<file path="config.mk">
export PLATFORM = sky130hd
export DESIGN_NAME = cmp_bit_serializer_flat
export DESIGN_NICKNAME = d
export VERILOG_FILES = /design/src/rtl/cordic_pkg.sv /design/src/rtl/cmp_bit_serializer_if.sv /design/src/rtl/cmp_bit_serializer_bit_index_counter.sv /design/src/rtl/cmp_bit_serializer.sv /design/src/flat_wrapper.sv
export SDC_FILE = /design/constraint.sdc
export NUM_CORES = 1
export LEC_CHECK = 0
export BUFFER_PORTS_ARGS = -buffer_cell sky130_fd_sc_hd__buf_2
export CAP_MARGIN = 30
export CORE_ASPECT_RATIO = 0.8
export CORE_MARGIN = 1
export CORE_UTILIZATION = 30
export DETAILED_ROUTE_END_ITERATION = 12
export PLACE_DENSITY = 0.52
export SLEW_MARGIN = 20
export SYNTH_ARGS = -nofsm -noshare
export SYNTH_HDL_FRONTEND = slang
export SYNTH_SLANG_ARGS = --single-unit
</file>
<file path="constraint.sdc">
create_clock -name CLK -period 1.7 [get_ports CLK]
set_input_delay 0.34 -clock CLK [delete_from_list [all_inputs] [get_ports CLK]]
set_output_delay 0.34 -clock CLK [all_outputs]
set_load 0.1 [all_outputs]
</file>
<file path="src/rtl/cordic_pkg.sv">
// Shared types and sizes for the CORDIC comparison-channel serializer.
package cordic_pkg;

    typedef enum logic [0:0] {
        IDLE  = 1'b0,
        SHIFT = 1'b1
    } ser_state_e;

    localparam int CORDIC_RES_W = 6;
    localparam int FRAME_CNT_W  = 8;

    // Bit-index width for a frame of w bits; a single-bit frame still needs one bit.
    function automatic int idx_width(input int w);
        return (w > 1) ? $clog2(w) : 1;
    endfunction

endpackage

</file>
<file path="src/rtl/cmp_bit_serializer_if.sv">
// Load handshake and bit-serial comparison link of the serializer.
interface cmp_bit_serializer_if
    import cordic_pkg::*;
#(
    parameter int WIDTH = CORDIC_RES_W
);
    logic                   load_valid;
    logic [WIDTH-1:0]       load_data;
    logic                   load_ready;
    logic                   gt;
    logic                   lt;
    logic                   bit_valid;
    logic                   last;
    logic [FRAME_CNT_W-1:0] frames_sent;

    modport master (
        output load_valid, load_data,
        input  load_ready, gt, lt, bit_valid, last, frames_sent
    );

    modport slave (
        input  load_valid, load_data,
        output load_ready, gt, lt, bit_valid, last, frames_sent
    );
endinterface

</file>
<file path="src/rtl/cmp_bit_serializer_bit_index_counter.sv">
// Terminal-count bit index: clear restarts at 0, enable steps and wraps after WIDTH-1.
module bit_index_counter
    import cordic_pkg::*;
#(
    parameter  int WIDTH = CORDIC_RES_W,
    localparam int IDX_W = idx_width(WIDTH)
) (
    input  logic             CLK,
    input  logic             RST,
    input  logic             clr,
    input  logic             en,
    output logic [IDX_W-1:0] idx,
    output logic             at_last
);
    localparam logic [IDX_W-1:0] LAST_IDX = IDX_W'(WIDTH - 1);

    logic [IDX_W-1:0] idx_r;

    // Index register with clear taking priority over counting.
    always_ff @(posedge CLK) begin
        if (RST) begin
            idx_r <= {IDX_W{1'b0}};
        end else if (clr) begin
            idx_r <= {IDX_W{1'b0}};
        end else if (en) begin
            if (idx_r == LAST_IDX) begin
                idx_r <= {IDX_W{1'b0}};
            end else begin
                idx_r <= idx_r + IDX_W'(1);
            end
        end else begin
            idx_r <= idx_r;
        end
    end

    assign idx     = idx_r;
    assign at_last = (idx_r == LAST_IDX);
endmodule

</file>
<file path="src/rtl/cmp_bit_serializer.sv">
// Parallel-to-serial transmitter: one word per handshake, LSB first on the gt/lt pair.
module cmp_bit_serializer
    import cordic_pkg::*;
#(
    parameter int WIDTH = CORDIC_RES_W
) (
    input  logic                 CLK,
    input  logic                 RST,
    cmp_bit_serializer_if.slave  bus
);
    localparam int               IDX_W     = idx_width(WIDTH);
    localparam logic [IDX_W:0]   PRE_LAST  = (IDX_W + 1)'(WIDTH - 1);
    localparam logic             LOAD_LAST = (WIDTH == 1) ? 1'b1 : 1'b0;

    ser_state_e             state_r;
    logic [WIDTH-1:0]       sreg_r;
    logic                   load_ready_r;
    logic                   gt_r;
    logic                   lt_r;
    logic                   bit_valid_r;
    logic                   last_r;
    logic [FRAME_CNT_W-1:0] frames_r;

    logic [IDX_W-1:0]       idx_s;
    logic                   at_last_s;
    logic                   hs_s;
    logic                   clr_s;
    logic                   en_s;
    logic                   next_last_s;
    logic                   frame_done_s;

    // Handshake, counter control and look-ahead of the next bit's last flag.
    always_comb begin
        hs_s         = bus.load_valid && load_ready_r;
        clr_s        = hs_s;
        frame_done_s = (state_r == SHIFT) && at_last_s;
        next_last_s  = (({1'b0, idx_s} + {{IDX_W{1'b0}}, 1'b1}) == PRE_LAST);
        if (state_r == SHIFT && !hs_s) begin
            en_s = 1'b1;
        end else begin
            en_s = 1'b0;
        end
    end

    bit_index_counter #(.WIDTH(WIDTH)) u_idx (
        .CLK     (CLK),
        .RST     (RST),
        .clr     (clr_s),
        .en      (en_s),
        .idx     (idx_s),
        .at_last (at_last_s)
    );

    // Frame FSM; the outputs are registered with the values of the bit shown next cycle.
    always_ff @(posedge CLK) begin
        if (RST) begin
            state_r      <= IDLE;
            sreg_r       <= {WIDTH{1'b0}};
            load_ready_r <= 1'b1;
            gt_r         <= 1'b0;
            lt_r         <= 1'b0;
            bit_valid_r  <= 1'b0;
            last_r       <= 1'b0;
            frames_r     <= {FRAME_CNT_W{1'b0}};
        end else begin
            if (frame_done_s) begin
                frames_r <= frames_r + FRAME_CNT_W'(1);
            end else begin
                frames_r <= frames_r;
            end
            case (state_r)
                IDLE: begin
                    if (hs_s) begin
                        state_r      <= SHIFT;
                        sreg_r       <= bus.load_data >> 1'b1;
                        gt_r         <= bus.load_data[0];
                        lt_r         <= ~bus.load_data[0];
                        bit_valid_r  <= 1'b1;
                        last_r       <= LOAD_LAST;
                        load_ready_r <= LOAD_LAST;
                    end else begin
                        state_r      <= IDLE;
                        sreg_r       <= sreg_r;
                        gt_r         <= 1'b0;
                        lt_r         <= 1'b0;
                        bit_valid_r  <= 1'b0;
                        last_r       <= 1'b0;
                        load_ready_r <= 1'b1;
                    end
                end
                SHIFT: begin
                    if (hs_s) begin
                        state_r      <= SHIFT;
                        sreg_r       <= bus.load_data >> 1'b1;
                        gt_r         <= bus.load_data[0];
                        lt_r         <= ~bus.load_data[0];
                        bit_valid_r  <= 1'b1;
                        last_r       <= LOAD_LAST;
                        load_ready_r <= LOAD_LAST;
                    end else if (!at_last_s) begin
                        state_r      <= SHIFT;
                        sreg_r       <= sreg_r >> 1'b1;
                        gt_r         <= sreg_r[0];
                        lt_r         <= ~sreg_r[0];
                        bit_valid_r  <= 1'b1;
                        last_r       <= next_last_s;
                        load_ready_r <= next_last_s;
                    end else begin
                        state_r      <= IDLE;
                        sreg_r       <= sreg_r;
                        gt_r         <= 1'b0;
                        lt_r         <= 1'b0;
                        bit_valid_r  <= 1'b0;
                        last_r       <= 1'b0;
                        load_ready_r <= 1'b1;
                    end
                end
                default: begin
                    state_r      <= IDLE;
                    sreg_r       <= {WIDTH{1'b0}};
                    gt_r         <= 1'b0;
                    lt_r         <= 1'b0;
                    bit_valid_r  <= 1'b0;
                    last_r       <= 1'b0;
                    load_ready_r <= 1'b1;
                end
            endcase
        end
    end

    assign bus.load_ready  = load_ready_r;
    assign bus.gt          = gt_r;
    assign bus.lt          = lt_r;
    assign bus.bit_valid   = bit_valid_r;
    assign bus.last        = last_r;
    assign bus.frames_sent = frames_r;
endmodule

</file>
<file path="src/flat_wrapper.sv">
// flat-port wrapper written by rule: the top's interface ports become plain ports
module cmp_bit_serializer_flat import cordic_pkg::*;
#(
    parameter int WIDTH = CORDIC_RES_W
)
  (CLK, RST, bus_load_valid, bus_load_data, bus_load_ready, bus_gt, bus_lt, bus_bit_valid, bus_last, bus_frames_sent);
  cmp_bit_serializer_if #(.WIDTH(WIDTH)) bus_i ();
  input  logic CLK;
  input  logic RST;
  input wire logic [$bits(bus_i.load_valid)-1:0] bus_load_valid;
  input wire logic [$bits(bus_i.load_data)-1:0] bus_load_data;
  output wire logic [$bits(bus_i.load_ready)-1:0] bus_load_ready;
  output wire logic [$bits(bus_i.gt)-1:0] bus_gt;
  output wire logic [$bits(bus_i.lt)-1:0] bus_lt;
  output wire logic [$bits(bus_i.bit_valid)-1:0] bus_bit_valid;
  output wire logic [$bits(bus_i.last)-1:0] bus_last;
  output wire logic [$bits(bus_i.frames_sent)-1:0] bus_frames_sent;
  assign bus_i.load_valid = bus_load_valid;
  assign bus_i.load_data = bus_load_data;
  assign bus_load_ready = bus_i.load_ready;
  assign bus_gt = bus_i.gt;
  assign bus_lt = bus_i.lt;
  assign bus_bit_valid = bus_i.bit_valid;
  assign bus_last = bus_i.last;
  assign bus_frames_sent = bus_i.frames_sent;
  cmp_bit_serializer #(.WIDTH(WIDTH)) u_core (.CLK(CLK), .RST(RST), .bus(bus_i));
endmodule
</file>
==> metrics list <==
- Flops & latches, synth: 21
* Setup repair bufs after CTS: 0
- The initial antenna violation count was 0.
- Entering global routing, the biggest net connects 23 pins.
- Fraction of layout cells with a size suffix above 1: 33.1%
- Initial detailed-routing violation count: 34
- The number of clock buffers added by TritonCTS is 3.
* Worst Path Buf+Inv: 0
* Highest clock frequency the design can meet: 0.658 GHz
- The slowest stage of the critical path is the dfxtp_1 cell.
- The worst path needs 1.52 ns of the cycle, external delays included.
* Comb power frac: 14.8%
- TritonCTS built the clock tree.
* Share of the yosys chip area belonging to registers: 44.9%
* Max_cap viols: 0
- Clock share of power: 32.7%
- Internal: 724 uW
- Per-cell via count in the routed design: 4.94
- Grt ovf: 0
* Cells on Worst Hold Path: 3
- Area growth from synthesis to final layout: 20.6%
- Fill cells: 316
- The clock passes through at most 2 buffers.
- The floorplan step defined a die boundary enclosing 0.00335 mm2.
- Initial core utilization: 32.6%
- Net switching power figure: 287 uW
- Wires add up to 1910 um.
- Among cell families on the critical path, the largest total delay comes from simple AND/OR/NAND/NOR gates.
- Hold is met by 0.316 ns.
- Data required time of the worst path: 1.85 ns
- Summing every instance area after synthesis gives 937 um2.
- In this run the number of cells on the critical path is 3.
- The cell sitting at the root of the clock tree is a clkbuf_8.
- Final number of hold-violating endpoints: 0
- Internal reg-to-reg setup slack: 0.18 ns
- The detailed router placed 801 vias in this run.
- For this run, the post-layout net count is 135.
* Largest fanout on the critical path: 9
- Number of max-slew violations in the final report: 0
- The worst-case IR drop observed on VDD is 0.292 mV.
- Die Span Y: 52.0 um
* Site Rows: 17
- After clock tree synthesis, the clock-pin slew on the worst setup and hold paths is 0.08 ns.
- Die width: 64.5 um
* Unrepaired setup endpoints after global routing: no
- Count of hold buffers inserted by post-cts repair: 0
- For this run, the number of Yosys warnings is 0.
- After synthesis, the largest area contributor takes up 44.9% of total cell area.
- The number of cells on the worst reg-to-reg path is 3.
* Quantity of I/O buffers inserted on ports: 21
- Cells fill 39.3% of the core in the end.
- Arr. time, crit path: 1.67 ns
- The number of global-route vias before repair came to 719.
* Global Route Usage Sum: 13.0%
* Post-synthesis average cell area: 9.28 um2
- Half-perimeter wire length of the detailed placement result: 1390 um
- The synthesized design spends more area on one cell type than any other, namely dfxtp_1.
- Type of element launching the critical path: register
- Walking the worst path, the cells encountered are nand4b_2, nor4_1, mux2_2.
- For the pin with the worst max-slew slack, the measured transition is 0.491 ns.
- The number of nets handed over by synthesis was 111.
- Wire length of the first global-routing pass: 3240 um
- Main area contributors after synthesis: dfxtp_1, mux2i_1, a21oi_1
- Power density over cell area: 894 mW/mm2
- For the worst-skew pair, the clock arrives at the later sink with an insertion delay of 0.26 ns.
* Final weighted congestion in routability-driven placement: 0.705
- Status: complete, no violations
- The design draws 1.01 mW.
- Final clock skew: 0.00191 ns
- Static leakage power: 0.506 nW
- Per report_power, the sequential group accounts for 52.6% of the total.
* Worst Setup Path Type: register to register
- After floorplanning, the core was sized to cover 0.00287 mm2.
- After synthesis, the netlist uses 33 different library cells.
* Post-route clock period utilization: 89.4%
- Number of primary I/O pins: 22
- Relative slew slack: 67.5%
- CTS saw 21 sinks.
- In the final routed layout, each cell accounts on average for 11.8 um.
* First drt pass iteration count: 3
- The count of nets left with antenna violations once routing finished came out at 0.
- Inserted Diodes: 0
- Switching part of the total power: 28.4%
* Final Setup Violations: 0
* Hold/Removal Path Class: input pin to register
- DRC violations left: 0
* PostCTS Resize Cnt: 0
* Kind of end point of the critical path: register
- In this design, the stage delay of the slowest critical-path cell is 0.44 ns.
- # H-tree levels: 1
* Syn Inst Count: 101
## power groups by stage
stage	Combinational, mW	Clock (mW)	Sequential (mW)
global route	0.163	0.369	0.534
detailed placement	0.150	0	0.543
global placement	0.150	0	0.541
finish	0.149	0.330	0.531
floorplan	0.0682	0	0.591
CTS	0.151	0.345	0.531
## cell families after synthesis
kind of cell | Yosys count | synth area share [%]
AND/OR/NAND/NOR | 39 | 23.9
AO/OA/AOI/OAI | 22 | 14.7
flip-flops | 21 | 44.9
buffers and inverters | 9 | 5.74
multiplexers | 7 | 7.61
XOR/XNOR | 2 | 1.87
adder cells (fa/ha/maj) | 1 | 1.33
## per-stage QoR
stage | TNS [ns] | std cells | instance area (um2) | setup slack, ns
after detailed placement | 0 | 158 | 1080 | 0.207
after CTS | 0 | 162 | 1130 | 0.191
after floorplan | -0.113 | 101 | 947 | -0.113
final | 0 | 162 | 1130 | 0.181
after global routing | 0 | 162 | 1130 | 0.0919
after global placement | 0 | 158 | 1080 | 0.254
## layout by cell type (no fill, tap or decap), drive strengths merged, types with 2 or more instances in the layout
cell	netlist	layout
mux2i	6	6
nand2	7	7
clkbuf	2	3
a21oi	10	10
dfxtp	21	21
inv	4	4
or4	3	3
a221oi	4	4
or3	3	3
nand3	3	3
nor2	9	9
o21ai	4	4
and4b	2	2
nor3	3	3
o31ai	2	2
nand2b	2	2
buf	3	24
## layer usage
metal | wire [um] | global-route usage [%] | vias up
met3 | 75 | 4.82 | 4
met1 | 965 | 16.0 | 374
met2 | 844 | 20.0 | 12
met4 | 25 | 6.67 | 0
li1 | - | - | 411
met5 | 0 | 0 | -
## Yosys cell counts, drive strengths merged
master	instances
buf	3
o21ai	4
nand3	3
o211ai	1
a21bo	1
nand2b	2
or2	1
xor2	1
and3b	1
and4b	2
nor4	1
and2	1
mux2	1
xnor2	1
nor3	3
nor4b	1
inv	4
a221oi	4
nand4b	1
or3	3
dfxtp	21
ha	1
a21oi	10
nor2	9
clkbuf	2
nand2	7
or4	3
o31ai	2
mux2i	6
nor2b	1
## cell type report
class,instances,area (um2),share of cell area (%)
clock buffer,3,41.3,3.65
clock inverter,1,5.00,0.443
inverter,4,15.0,1.33
multi-input combinational,71,463,41.0
sequential,21,430,38.1
tap,38,47.5,4.21
timing repair buffer,24,128,11.3
## tightest hold or removal path: stages
cell and delay, ns:
buf_2 0.09, nand2_1 0.04, a21oi_1 0.05
## worst paths after layout
path,to,startpoint
setup reg to reg,u_core.bus.frames_sent[7],u_core.u_idx.idx[0]
hold / removal,u_core.sreg_r[4],bus_load_data[5]
setup / recovery,u_core.bus.frames_sent[7],u_core.u_idx.idx[0]
hold reg to reg,u_core.sreg_r[4],u_core.sreg_r[4]
## sequential cells by signal, indices dropped and copies added, names as in the netlist
signal and flops:
u_core.bus.lt 1, u_core.u_idx.idx 3, u_core.bus.load_ready 1, u_core.sreg_r 5, u_core.bus.last 1, u_core.bus.bit_valid 1, u_core.bus.gt 1, u_core.bus.frames_sent 8
Note: power is estimated with default switching activity, not from simulation.
